`src/rtl/ipm2t_hssthp_lpll_resp_v1_0.sv`:
```
// LPLL far-end responder: turns LPLL_POWERDOWN/LPLL_RST into a deterministic LPLL_READY.
// Optional lock-loss injection is enabled by IPM2T_HSSTHP_LPLL_RESP_FAULT_EN.
module ipm2t_hssthp_lpll_resp_v1_0 #(
   parameter int unsigned PWRUP_CYCLES = 16,
   parameter int unsigned CAL_CYCLES   = 64,
   parameter int unsigned LOCK_CYCLES  = 128,
   parameter int unsigned CHATTER_EN   = 0,
   parameter int unsigned CNT_WIDTH    = 16
) (
   input  logic       clk,
   input  logic       rst,
   input  logic       LPLL_POWERDOWN,
   input  logic       LPLL_RST,
   output logic       LPLL_READY,
   output logic [2:0] o_state,
   output logic [7:0] o_lock_cnt,
   input  logic       i_fault_req,
   input  logic [7:0] i_fault_len
);

   typedef enum logic [2:0] {
      ST_PD     = 3'd0,
      ST_PWRUP  = 3'd1,
      ST_HOLD   = 3'd2,
      ST_CAL    = 3'd3,
      ST_LOCK   = 3'd4,
      ST_LOCKED = 3'd5,
      ST_FAULT  = 3'd6
   } state_t;

   localparam logic [CNT_WIDTH-1:0] PWRUP_LOAD = CNT_WIDTH'(PWRUP_CYCLES - 32'd1);
   localparam logic [CNT_WIDTH-1:0] CAL_LOAD   = CNT_WIDTH'(CAL_CYCLES - 32'd1);
   localparam logic [CNT_WIDTH-1:0] LOCK_LOAD  = CNT_WIDTH'(LOCK_CYCLES - 32'd1);

   state_t               state_q, state_d;
   logic [CNT_WIDTH-1:0] cnt_q, cnt_d;
   logic [7:0]           lock_cnt_q, lock_cnt_d;
   logic                 ready_q, ready_d;
   logic                 pd_m, pd_s, rst_m, rst_s;
   logic                 expired;
   logic                 fault_go;
   logic [CNT_WIDTH-1:0] fault_load;

   // Two-flop synchronizers; reset to the "held in powerdown/reset" level
   always_ff @(posedge clk) begin
      if (rst) begin
         pd_m  <= 1'b1;
         pd_s  <= 1'b1;
         rst_m <= 1'b1;
         rst_s <= 1'b1;
      end else begin
         pd_m  <= LPLL_POWERDOWN;
         pd_s  <= pd_m;
         rst_m <= LPLL_RST;
         rst_s <= rst_m;
      end
   end

`ifdef IPM2T_HSSTHP_LPLL_RESP_FAULT_EN
   // Fault duration of 0 behaves as 1 cycle
   assign fault_go   = i_fault_req;
   assign fault_load = (i_fault_len == 8'd0) ? '0 : CNT_WIDTH'(i_fault_len - 8'd1);
`else
   logic unused_fault;
   assign fault_go     = 1'b0;
   assign fault_load   = '0;
   assign unused_fault = ^{i_fault_req, i_fault_len};
`endif

   assign expired = (cnt_q == '0);

   always_ff @(posedge clk) begin
      if (rst) begin
         state_q    <= ST_PD;
         cnt_q      <= '0;
         lock_cnt_q <= '0;
         ready_q    <= 1'b0;
      end else begin
         state_q    <= state_d;
         cnt_q      <= cnt_d;
         lock_cnt_q <= lock_cnt_d;
         ready_q    <= ready_d;
      end
   end

   always_comb begin
      state_d    = state_q;
      cnt_d      = expired ? '0 : cnt_q - CNT_WIDTH'(1);
      lock_cnt_d = lock_cnt_q;
      ready_d    = 1'b0;

      case (state_q)
         ST_PD: begin
            if (!pd_s) begin
               state_d = ST_PWRUP;
               cnt_d   = PWRUP_LOAD;
            end
         end
         ST_PWRUP: begin
            if (expired) begin
               if (rst_s) begin
                  state_d = ST_HOLD;
               end else begin
                  state_d = ST_CAL;
                  cnt_d   = CAL_LOAD;
               end
            end
         end
         ST_HOLD: begin
            if (!rst_s) begin
               state_d = ST_CAL;
               cnt_d   = CAL_LOAD;
            end
         end
         ST_CAL: begin
            if (expired) begin
               state_d = ST_LOCK;
               cnt_d   = LOCK_LOAD;
            end
         end
         ST_LOCK: begin
            if (expired) state_d = ST_LOCKED;
         end
         ST_LOCKED: begin
            if (fault_go) begin
               state_d = ST_FAULT;
               cnt_d   = fault_load;
            end
         end
         ST_FAULT: begin
            if (expired) begin
               state_d = ST_LOCK;
               cnt_d   = LOCK_LOAD;
            end
         end
         default: state_d = ST_PD;
      endcase

      // Overrides beat both expiry and fault; the running count is dropped
      if (pd_s) begin
         state_d = ST_PD;
         cnt_d   = '0;
      end else if (rst_s && (state_q != ST_PD) && (state_q != ST_PWRUP)) begin
         state_d = ST_HOLD;
         cnt_d   = '0;
      end

      if ((state_q == ST_LOCK) && (state_d == ST_LOCKED) && (lock_cnt_q != 8'hFF))
         lock_cnt_d = lock_cnt_q + 8'd1;

      ready_d = (state_d == ST_LOCKED) ||
                ((CHATTER_EN != 0) && (state_d == ST_LOCK) && (cnt_d[1:0] == 2'b00));
   end

   assign LPLL_READY = ready_q;
   assign o_state    = state_q;
   assign o_lock_cnt = lock_cnt_q;

endmodule

```
`config.mk`:
```
export PLATFORM = sky130hd
export DESIGN_NAME = ipm2t_hssthp_lpll_resp_v1_0
export DESIGN_NICKNAME = d
export VERILOG_FILES = /design/src/rtl/ipm2t_hssthp_lpll_resp_v1_0.sv
export SDC_FILE = /design/constraint.sdc
export NUM_CORES = 1
export LEC_CHECK = 0
export BUFFER_PORTS_ARGS = -buffer_cell sky130_fd_sc_hd__buf_2
export CAP_MARGIN = 20
export CORE_MARGIN = 2
export CORE_UTILIZATION = 45
export CTS_CLUSTER_DIAMETER = 80
export DETAILED_ROUTE_END_ITERATION = 8
export PLACE_DENSITY_LB_ADDON = 0.25
export SLEW_MARGIN = 40
export SYNTH_ARGS = -nofsm -noshare
export SYNTH_HDL_FRONTEND = slang
export SYNTH_SLANG_ARGS = --single-unit
```
`constraint.sdc`:
```
create_clock -name clk -period 1.84 [get_ports clk]
set_input_delay 0.368 -clock clk [delete_from_list [all_inputs] [get_ports clk]]
set_output_delay 0.368 -clock clk [all_outputs]
set_load 0.1 [all_outputs]
```
==> summary.txt, run 1 <==
Outcome
  • Status: finished, violations left
  • Failing checks: negative setup slack

Floorplanning
  • # rows: 21
  • Die W: 62.1 um
  • Die Area: 3860 sq um
  • Die Y: 62.1 um
  • Starting density of the core: 0.463
  • Core area: 3280 sq um
  • IO Count: 25

Yosys
  • Post-synthesis cell type count: 41
  • Post-synth EDFFs: 0
  • Post-Synth Adder-Cell Area: 0.0164
  • Seq/Total Area, Yosys: 0.421
  • Post-Syn Instances: 175
  • Ys async rst share: 0
  • Main combinational cell family by area after synthesis: simple AND/OR/NAND/NOR gates
  • Area leader, netlist: dfxtp_1
  • Largest cells by area after synthesis: dfxtp_1 (42%), xnor2_1 (7.5%), nor2_1 (7.4%)
  • Post-synthesis compound-gate area fraction: 0.123
  • #FFs+latches synth: 32
  • Mux cell area share after synthesis: 0
  • Syn. warnings: 0
  • Top-count cell post-synth: dfxtp_1
  • Post-Synth XOR/XNOR Area: 0.0979
  • Synth cell count leaders: dfxtp_1 (32), nor2_1 (30), xnor2_1 (13), nor3_1 (10), nand2_1 (9)
  • Synthesized area: 1520 sq um
  • Top_reg_cell synth: dfxtp_1
  • Mean Syn Cell Area: 8.69 sq um
  • Post-Synth Simple-Gate Area: 0.316
  • Top cell type's share of synthesized area: 0.421
  • Mapped Nets: 190

Final layout
  • Multi-input gate area: 1080 sq um
  • Share of cells above drive strength 1: 0.522
  • Flip-flop and latch area: 667 sq um
  • Fin util: 0.677
  • Nets: 241
  • Filler cell count: 270
  • Area grow syn2layout: 46.2%
  • Finished Layout Cells: 272
  • Antenna diode count: 0

Global routing
  • Vias in the first global route: 1413
  • GR Util All Layers: 0.195
  • Initial antenna violation count: 0
  • Global route overflow: 0
  • First-pass GRT wire length: 6.14 mm
  • Largest net degree at the start of global routing: 17

Route
  • Drt drc: 0
  • Post-DRT Antenna Nets: 0
  • Max layer used: met4
  • Vias: 1475
  • Routed WL per cell: 14.3 um
  • DR iter-0 viols: 60
  • Total Wirelength: 3.88 mm
  • Met1 Wirelength: 1.65 mm
  • Wire length on met2: 1.97 mm
  • Vias per cell: 5.42
  • Drt pass-1 iters: 4
  • DR WL met3: 160 um

STA
  • Setup TNS: -0.177 ns
  • Final worst path period share: 1.03
  • Slew headroom: 0.420
  • Layout Skew: 0.0117 ns
  • Slew Limit Fails: 0
  • Transition time of the tightest slew-check pin: 0.864 ns
  • Final hold vios: 0
  • Final setup fails: 6
  • Setup ws final: -0.0475 ns
  • Max Fclk: 530 MHz
  • Post-layout minimum cycle time: 1.89 ns
  • RSZ-0062 raised after global routing: yes

Pwr
  • Leakage: 0.904 nW
  • Pwr Density: 571 nW/um^2
  • VDD IR-drop max: 0.458 mV
  • Total chip power: 1.27 mW

Worst setup path
  • Largest stage delay, worst path: 0.53 ns
  • Crit path kind: reg2reg
  • CP bufs+invs: 2
  • Crit start category: flip-flop
  • CP max FO: 6
  • Critical path's slowest cell: or4_4
  • Critical Path End Type: flip-flop
  • Worst path arrival time: 2.10 ns
  • Crit path max-delay family: simple AND/OR/NAND/NOR gates
  • Crit path cell chain: or4_4, nor4_4, buf_6, buf_6, a21oi_4, nor2_4, a311oi_2
  • Critical Path RT: 2.05 ns
  • Crit-path most repeated cell: buf_6

Clocking
  • Max Root-Sink Buffers: 2
  • CTS sink cnt: 32
  • Clk_lat worst skew: 0.34 ns
  • Root Driver: clkbuf_4
  • H-tree depth: 2
  • CTS tree: yes
  • Clk slew on worst S/H paths: 0.10 ns
  • Total CTS buffers: 5
  • Cts-stage hold buffer count: 0

Run
  • MaxCap Viol Count: 0

Place
  • Detail Placement HPWL: 2.48 mm
  • Placed insts: 255
  • Routability cong.: 0.849
  • PortBufs: 15

Min path
  • Hold Crit Class: in2reg
per-stage QoR:
step / worst slack [ns] / hold WS (ns) / cell area, sq um
floorplan: -0.0881 / 0.389 / 1560
global placement: -0.124 / 0.392 / 1870
detailed placement: -0.179 / 0.395 / 1870
CTS: -0.0892 / 0.213 / 2020
global route: -0.146 / 0.206 / 2220
finish: -0.0475 / 0.213 / 2220
worst reg2reg max path: cells and delay by family (launching register included):
kind / cells / cell delay, ns
AO/OA/AOI/OAI: 2 / 0.13
buffers and inverters: 2 / 0.28
flip-flops: 1 / 0.35
AND/OR/NAND/NOR: 3 / 1.00
area by class of cell:
class,count,share of cell area
multi-input cells,134,0.487
flip-flops and latches,32,0.300
repair buffers,49,0.160
well taps,46,0.0259
clock buffers,6,0.0186
inverters,4,0.00675
clock inverters,1,0.00225
state kept, by name (all words and copies together), names as in the netlist:
register    cells
cnt_q          16
o_lock_cnt      8
o_state         3
LPLL_READY      1
pd_m            1
pd_s            1
rst_m           1
rst_s           1
where the power goes:
group,internal (mW),switching (mW)
Combinational,0.100,0.0987
Clock,0.140,0.229
Sequential,0.695,0.00763
Total,0.936,0.335
timing repair:
| action | in CTS | in global routing |
|---|---|---|
| endpoints found under the setup margin | 24 | 25 |
| pin swaps | 10 | 15 |
| resized for setup | 18 | 37 |
| buffers inserted | 7 | 5 |
| gates cloned | 0 | 1 |
worst paths after layout:
check	start	endpoint	slack, ns	cells after the start
worst max-delay path	cnt_q[10]	cnt_q[1]	-0.05	7
worst min-delay path	LPLL_RST	rst_m	0.21	2
worst max register to register	cnt_q[10]	cnt_q[1]	-0.05	7
worst min register to register	rst_m	rst_s	0.42	1
cell usage in the layout (no fill, tap or decap), types with 2 or more instances in the layout:
cell | netlist | layout
nor2_1 | 30 | 27
buf_4 | 0 | 27
dfxtp_1 | 32 | 17
buf_2 | 1 | 15
dfxtp_2 | 0 | 12
xnor2_1 | 13 | 11
nand2_1 | 9 | 7
buf_6 | 0 | 7
nor3_1 | 10 | 6
or2_2 | 5 | 5
clkbuf_4 | 0 | 5
nand4_1 | 4 | 4
xor2_1 | 4 | 4
nand3_1 | 3 | 3
nor4_2 | 0 | 3
nor3_2 | 1 | 3
nor2_4 | 0 | 3
or3_4 | 0 | 3
nor4_4 | 1 | 3
o21ai_0 | 6 | 3
nand2b_1 | 3 | 3
a21oi_1 | 6 | 3
a311oi_2 | 0 | 3
dfxtp_4 | 0 | 3
inv_2 | 0 | 2
inv_1 | 4 | 2
nand2_2 | 0 | 2
o21ai_1 | 0 | 2
a21oi_2 | 0 | 2
xnor2_2 | 0 | 2
or4_4 | 1 | 2
a211oi_2 | 0 | 2
nor2b_1 | 2 | 2
a21boi_0 | 2 | 2
nor3_4 | 0 | 2
cells by family after synthesis:
family / after synthesis
buffers and inverters: 10
XOR/XNOR: 17
flip-flops: 32
adder cells (fa/ha/maj): 2
AO/OA/AOI/OAI: 27
AND/OR/NAND/NOR: 87
metal layers:
metal  vias up  global-route usage
li1        730                   -
met1       702               0.243
met2        34               0.326
met3         9              0.0543
met4         0              0.0667
met5         -                   0
No activity file was read; power rests on OpenSTA's default activity.
==> run 2, diff against run 1 <==
--- a/config.mk
+++ b/config.mk
@@ -11,7 +11,7 @@
 export CORE_UTILIZATION = 45
 export CTS_CLUSTER_DIAMETER = 80
 export DETAILED_ROUTE_END_ITERATION = 8
-export PLACE_DENSITY_LB_ADDON = 0.25
+export PLACE_DENSITY = 0.73
 export SLEW_MARGIN = 40
 export SYNTH_ARGS = -nofsm -noshare
 export SYNTH_HDL_FRONTEND = slang
==> run 2 against run 1 <==
  * The flow still finishes with violations (negative setup slack)
  * Maximum frequency is 4.7% lower
  * Wire length is 1.6% lower
  * Via count is 0.54% higher
  * Largest cell class unchanged
  * Core utilization is 3.6 points lower
  * Clock power is 46% higher
  * Worst hold slack worse by 0.018 ns
  * Combinational power is 11% lower
  * Critical path type unchanged
  * Sequential power hardly changed
  * Cell count is 1.8% lower
  * Design area is 5.3% lower
  * Die area stayed put
==> summary.txt, run 2 (synthesis gave the netlist of run 1 again) <==
Final layout
  • Max reg flops: 16 (unchanged)
  • Finished Layout Cells: 267 (was 272)
  • Largest Register: cnt_q (unchanged)
  • Area grow syn2layout: 38.4% (was 46.2%)
  • Nets: 235 (was 241)
  • Commonest non-fill, non-tap cells in the layout: nor2_1 (28), buf_4 (22), dfxtp_1 (19) (was nor2_1 (27), buf_4 (27), dfxtp_1 (17))
  • Commonest non-fill, non-tap cell in the layout: nor2_1
  • Fin util: 0.641 (was 0.677)
  • Antenna diode count: 0 (unchanged)
  • Share of cells above drive strength 1: 0.448 (was 0.522)

Worst setup path
  • Largest stage delay, worst path: 0.49 ns (was 0.53 ns)
  • Critical Path RT: 2.07 ns (was 2.05 ns)
  • Critical Path End Type: flip-flop (unchanged)
  • Reg2Reg Depth: 8 (was 7)
  • Worst path arrival time: 2.22 ns (was 2.10 ns)
  • Crit path kind: reg2reg (unchanged)
  • RR Startpoint: cnt_q[1] (was cnt_q[10])
  • Crit path max-delay family: simple AND/OR/NAND/NOR gates (unchanged)
  • Crit path cell chain: inv_2, ha_4, or4b_4, nor4_4, buf_6, a21oi_4, o31ai_2, a31oi_1 (was or4_4, nor4_4, buf_6, buf_6, a21oi_4, nor2_4, a311oi_2)
  • Critical path's slowest cell: or4b_4 (was or4_4)
  • Worst R2R End: o_state[1] (was cnt_q[1])
  • Crit start category: flip-flop (unchanged)
  • CP bufs+invs: 2 (unchanged)
  • CP max FO: 7 (was 6)
  • R2R Setup Slk: -0.14 ns (was -0.05 ns)

Floorplanning
  • # rows: 21 (unchanged)
  • Die W: 62.1 um (unchanged)
  • Core area: 3280 sq um (unchanged)
  • Die Y: 62.1 um (unchanged)
  • Die Area: 3860 sq um (unchanged)
  • IO Count: 25 (unchanged)
  • Starting density of the core: 0.463 (unchanged)

Clocking
  • Root Driver: clkbuf_4 (unchanged)
  • H-tree depth: 2 (unchanged)
  • Cts-stage hold buffer count: 0 (unchanged)
  • Max Root-Sink Buffers: 2 (unchanged)
  • Total CTS buffers: 5 (unchanged)
  • CTS tree: yes (unchanged)
  • CTS sink cnt: 32 (unchanged)
  • Clk_lat worst skew: 0.35 ns (was 0.34 ns)
  • Clk slew on worst S/H paths: 0.12 ns (was 0.10 ns)

Global routing
  • Initial antenna violation count: 0 (unchanged)
  • First-pass GRT wire length: 5.89 mm (was 6.14 mm)
  • Global route overflow: 0 (unchanged)
  • GR Util All Layers: 0.188 (was 0.195)
  • Largest net degree at the start of global routing: 17 (unchanged)
  • Vias in the first global route: 1381 (was 1413)

Route
  • DR iter-0 viols: 54 (was 60)
  • Total Wirelength: 3.82 mm (was 3.88 mm)
  • Vias per cell: 5.55 (was 5.42)
  • Post-DRT Antenna Nets: 0 (unchanged)
  • Drt drc: 0 (unchanged)
  • Drt pass-1 iters: 4 (unchanged)
  • Routed WL per cell: 14.3 um (about the same)
  • Vias: 1483 (was 1475)

Outcome
  • Failing checks: negative setup slack (unchanged)
  • Status: finished, violations left (unchanged)

Min path
  • Hold Crit Class: in2reg (unchanged)
  • Hold Path End: rst_m (unchanged)
  • Worst Hold Launch: LPLL_RST (unchanged)
  • Hold-critical path depth: 2 (unchanged)

STA
  • Final worst path period share: 1.08 (was 1.03)
  • Post-layout minimum cycle time: 1.98 ns (was 1.89 ns)
  • RSZ-0062 raised after global routing: yes (unchanged)
  • Final setup fails: 24 (was 6)
  • Max Fclk: 505 MHz (was 530 MHz)
  • Slew Limit Fails: 0 (unchanged)
  • Setup ws final: -0.141 ns (was -0.0475 ns)
  • Layout Skew: 0.0204 ns (was 0.0117 ns)
  • Hold_ws: 0.194 ns (was 0.213 ns)
  • Transition time of the tightest slew-check pin: 0.788 ns (was 0.864 ns)
  • Final hold vios: 0 (unchanged)
  • Slew headroom: 0.471 (was 0.420)
  • Setup TNS: -1.82 ns (was -0.177 ns)

Pwr
  • Pwr Density: 674 nW/um^2 (was 571 nW/um^2)
  • VDD IR-drop max: 0.480 mV (was 0.458 mV)
  • Leakage: 0.878 nW (was 0.904 nW)

Place
  • Placed insts: 252 (was 255)
  • PortBufs: 15 (unchanged)
  • Routability cong.: 0.825 (was 0.849)
  • Detail Placement HPWL: 2.37 mm (was 2.48 mm)

Run
  • MaxCap Viol Count: 0 (unchanged)
## run 2: cell types whose count changed in the layout (fill, tap and decap cells not counted), sizes merged
cell,delta
clkbuf,-1
inv,+1
bufinv,+1
buf,-6
## run 2: worst max-delay path by stage
stage / from / endpoint / slack, ns / cells past startpoint
after global routing: cnt_q[1] / o_state[1] / -0.23 / 8
after detailed placement: cnt_q[0] / cnt_q[10] / -0.14 / 7
after global placement: cnt_q[0] / o_state[1] / -0.09 / 8
after CTS: cnt_q[0] / o_state[1] / -0.14 / 8
after floorplan: cnt_q[0] / o_state[1] / -0.09 / 7
final: cnt_q[1] / o_state[1] / -0.14 / 8
## run 2: layout make-up
| type | count | area (sq um) |
|---|---|---|
| fill | 269 | 1180 |
| tap | 46 | 57.6 |
| clock inverter | 3 | 41.3 |
| multi-input combinational | 134 | 988 |
| timing repair buffer | 43 | 302 |
| inverter | 4 | 15.0 |
| clock buffer | 5 | 37.5 |
| sequential | 32 | 664 |
## run 2: where the power goes
part	total, mW	switching [mW]	internal, mW
Clock	0.540	0.256	0.284
Combinational	0.177	0.0893	0.0877
Sequential	0.702	0.00659	0.695
Total	1.42	0.351	1.07
## run 2: metal layers
metal | vias up | routed length, um | track usage
met5 | - | 0 | 0
met3 | 14 | 175 | 0.0543
met4 | 0 | 129 | 0.0750
met1 | 710 | 1600 | 0.218
li1 | 714 | - | -
met2 | 45 | 1910 | 0.327
## run 2: what timing repair did
item / 4_1_cts / 5_1_grt
resized for setup: 4 / 27
endpoints found under the setup margin: 21 / 25
pin swaps: 3 / 15
cloned: 0 / 2
setup buffers: 1 / 5
endpoints found under the hold margin: 0 / 0
## run 2: worst register-to-register path: cells and delay by family, from the launching register on
kind | cells | cell delay, ns
buffers and inverters | 2 | 0.23
adder cells (fa/ha/maj) | 1 | 0.13
AND/OR/NAND/NOR | 2 | 0.80
AO/OA/AOI/OAI | 3 | 0.37
flip-flops | 1 | 0.34
## run 2: per-stage QoR
step | power [mW] | instance area (sq um) | worst slack, ns
after floorplan | 0.801 | 1560 | -0.0881
final | 1.42 | 2110 | -0.141
after CTS | 1.40 | 1940 | -0.139
after detailed placement | 0.853 | 1830 | -0.137
after global placement | 0.849 | 1830 | -0.0876
after global routing | 1.47 | 2110 | -0.229
==> run 3, diff against run 2 <==
--- a/config.mk
+++ b/config.mk
@@ -8,10 +8,9 @@
 export BUFFER_PORTS_ARGS = -buffer_cell sky130_fd_sc_hd__buf_2
 export CAP_MARGIN = 20
 export CORE_MARGIN = 2
-export CORE_UTILIZATION = 45
-export CTS_CLUSTER_DIAMETER = 80
+export CORE_UTILIZATION = 40
 export DETAILED_ROUTE_END_ITERATION = 8
-export PLACE_DENSITY = 0.73
+export PLACE_DENSITY = 0.66
 export SLEW_MARGIN = 40
 export SYNTH_ARGS = -nofsm -noshare
 export SYNTH_HDL_FRONTEND = slang
==> run 3 against run 2 <==
  * The flow still finishes with violations (negative setup slack)
  * Sequential share of layout area is 0.26 points higher
  * Critical path depth up 1
  * Setup slack gained 0.11 ns
  * Core utilization is 7.2 points lower
==> summary.txt, run 3 (synthesis gave the netlist of run 1 again) <==
Route
  • DR iter-0 viols: 40 (was 54)
  • Drt drc: 0 (unchanged)
  • Drt pass-1 iters: 4 (unchanged)
  • Vias: 1428 (was 1483)
  • Post-DRT Antenna Nets: 0 (unchanged)
  • Routed WL per cell: 13.5 um (was 14.3 um)
  • Vias per cell: 5.33 (was 5.55)
  • Total Wirelength: 3.62 mm (was 3.82 mm)

Global routing
  • Vias in the first global route: 1408 (was 1381)
  • Largest net degree at the start of global routing: 17 (unchanged)
  • First-pass GRT wire length: 6.07 mm (was 5.89 mm)
  • Global route overflow: 0 (unchanged)
  • GR Util All Layers: 0.181 (was 0.188)
  • Initial antenna violation count: 0 (unchanged)

Worst setup path
  • R2R Setup Slk: -0.03 ns (was -0.14 ns)
  • Worst path arrival time: 2.04 ns (was 2.22 ns)
  • Critical Path End Type: flip-flop (unchanged)
  • Worst R2R End: o_lock_cnt[7] (was o_state[1])
  • Crit start category: flip-flop (unchanged)
  • CP max FO: 8 (was 7)
  • Crit path kind: reg2reg (unchanged)
  • Reg2Reg Depth: 9 (was 8)
  • Critical Path RT: 2.01 ns (was 2.07 ns)
  • RR Startpoint: cnt_q[0] (was cnt_q[1])

Clocking
  • Root Driver: clkbuf_8 (was clkbuf_4)
  • Clk slew on worst S/H paths: 0.07 ns (was 0.12 ns)
  • Max Root-Sink Buffers: 2 (unchanged)
  • H-tree depth: 2 (unchanged)
  • Total CTS buffers: 5 (unchanged)
  • CTS tree: yes (unchanged)
  • CTS sink cnt: 32 (unchanged)
  • Clk_lat worst skew: 0.28 ns (was 0.35 ns)

Pwr
  • VDD IR-drop max: 0.422 mV (was 0.480 mV)
  • Pwr Density: 684 nW/um^2 (was 674 nW/um^2)
  • Leakage: 0.873 nW (was 0.878 nW)

Floorplanning
  • # rows: 22 (was 21)
  • Core area: 3660 sq um (was 3280 sq um)
  • Die W: 65.7 um (was 62.1 um)
  • IO Count: 25 (unchanged)
  • Starting density of the core: 0.416 (was 0.463)
  • Die Y: 65.7 um (was 62.1 um)
  • Die Area: 4310 sq um (was 3860 sq um)

Min path
  • Hold-critical path depth: 2 (unchanged)
  • Hold Crit Class: in2reg (unchanged)
  • Worst Hold Launch: LPLL_RST (unchanged)
  • Hold Path End: rst_m (unchanged)

STA
  • Slew headroom: 0.627 (was 0.471)
  • Slew Limit Fails: 0 (unchanged)
  • RSZ-0062 raised after global routing: yes (unchanged)
  • Max Fclk: 535 MHz (was 505 MHz)
  • Final setup fails: 2 (was 24)
  • Post-layout minimum cycle time: 1.87 ns (was 1.98 ns)
  • Transition time of the tightest slew-check pin: 0.556 ns (was 0.788 ns)
  • Layout Skew: 0.00670 ns (was 0.0204 ns)
  • Final hold vios: 0 (unchanged)
  • Setup ws final: -0.0300 ns (was -0.141 ns)
  • Final worst path period share: 1.02 (was 1.08)

Place
  • Detail Placement HPWL: 2.44 mm (was 2.37 mm)
  • Routability cong.: 0.837 (was 0.825)
  • PortBufs: 15 (unchanged)
  • Placed cell area: 1860 sq um (was 1830 sq um)

Final layout
  • Share of cells above drive strength 1: 0.418 (was 0.448)
  • Antenna diode count: 0 (unchanged)
  • Filler cell count: 323 (was 269)
  • Commonest non-fill, non-tap cells in the layout: nor2_1 (28), buf_4 (25), dfxtp_1 (20) (was nor2_1 (28), buf_4 (22), dfxtp_1 (19))
  • Multi-input gate area: 957 sq um (was 988 sq um)
  • Max reg flops: 16 (unchanged)
  • Flip-flop and latch area: 663 sq um (was 664 sq um)
  • Commonest non-fill, non-tap cell in the layout: nor2_1 (unchanged)
  • Fin area: 2080 sq um (was 2110 sq um)
  • Nets: 234 (was 235)
  • Area grow syn2layout: 37.0% (was 38.4%)
  • Largest Register: cnt_q (unchanged)
  • Fin util: 0.569 (was 0.641)

Outcome
  • Failing checks: negative setup slack (unchanged)
  • Status: finished, violations left (unchanged)

Run
  • MaxCap Viol Count: 0 (unchanged)
## run 3: worst max path at each step
stage                   from             to  slack (ns)  cells past startpoint
detailed placement  cnt_q[0]      cnt_q[12]       -0.13                      7
floorplan           cnt_q[0]     o_state[1]       -0.09                      7
CTS                 cnt_q[0]     o_state[1]       -0.02                      8
global route        cnt_q[0]  o_lock_cnt[5]       -0.09                      9
finish              cnt_q[0]  o_lock_cnt[7]       -0.03                      9
global placement    cnt_q[0]     o_state[1]       -0.09                      8
## run 3: power by group
| part | switching, mW | internal (mW) |
|---|---|---|
| logic | 0.0838 | 0.0834 |
| registers | 0.00635 | 0.696 |
| clock network | 0.258 | 0.298 |
## run 3: routing by layer
| metal | wire length (um) | part of all wire | vias to the layer above | GRT usage |
|---|---|---|---|---|
| met5 | 0 | 0 | - | 0 |
| met2 | 1810 | 0.50 | 32 | 0.313 |
| li1 | - | - | 710 | - |
| met4 | 59 | 0.016 | 0 | 0.0625 |
| met3 | 148 | 0.041 | 6 | 0.0514 |
| met1 | 1610 | 0.44 | 680 | 0.212 |
## run 3: area by class of cell
class | count | area share
Tap cell | 48 | 0.0288
Clock buffer | 6 | 0.0396
Sequential cell | 32 | 0.318
Clock inverter | 2 | 0.00480
Multi-Input combinational cell | 133 | 0.459
Timing Repair Buffer | 43 | 0.142
Inverter | 4 | 0.00720
## run 3: critical path, stage by stage, from the launching register on
cell and delay [ns]:
dfxtp_2 0.32, inv_2 0.06, ha_4 0.13, buf_4 0.11, nor4b_4 0.26, nand4_1 0.17, buf_6 0.19, nor3b_1 0.29
xnor2_1 0.17, nor2_1 0.05
## run 3: what timing repair did
item / 4_1_cts / 5_1_grt
hold buffers: 0 / 0
gates resized for setup: 9 / 13
buffers inserted: 1 / 2
pin swaps: 10 / 10
setup endpoints to repair: 21 / 14
## run 3: through the flow
| stage | hold slack (ns) | total power, mW | setup TNS [ns] | cells | worst slack, ns |
|---|---|---|---|---|---|
| global route | 0.260 | 1.48 | -0.699 | 268 | -0.0944 |
| global placement | 0.393 | 0.850 | -1.15 | 257 | -0.0908 |
| detailed placement | 0.395 | 0.854 | -1.74 | 257 | -0.132 |
| CTS | 0.257 | 1.42 | -0.0167 | 266 | -0.0167 |
| floorplan | 0.389 | 0.801 | -0.460 | 175 | -0.0881 |
| finish | 0.265 | 1.42 | -0.0588 | 268 | -0.0300 |
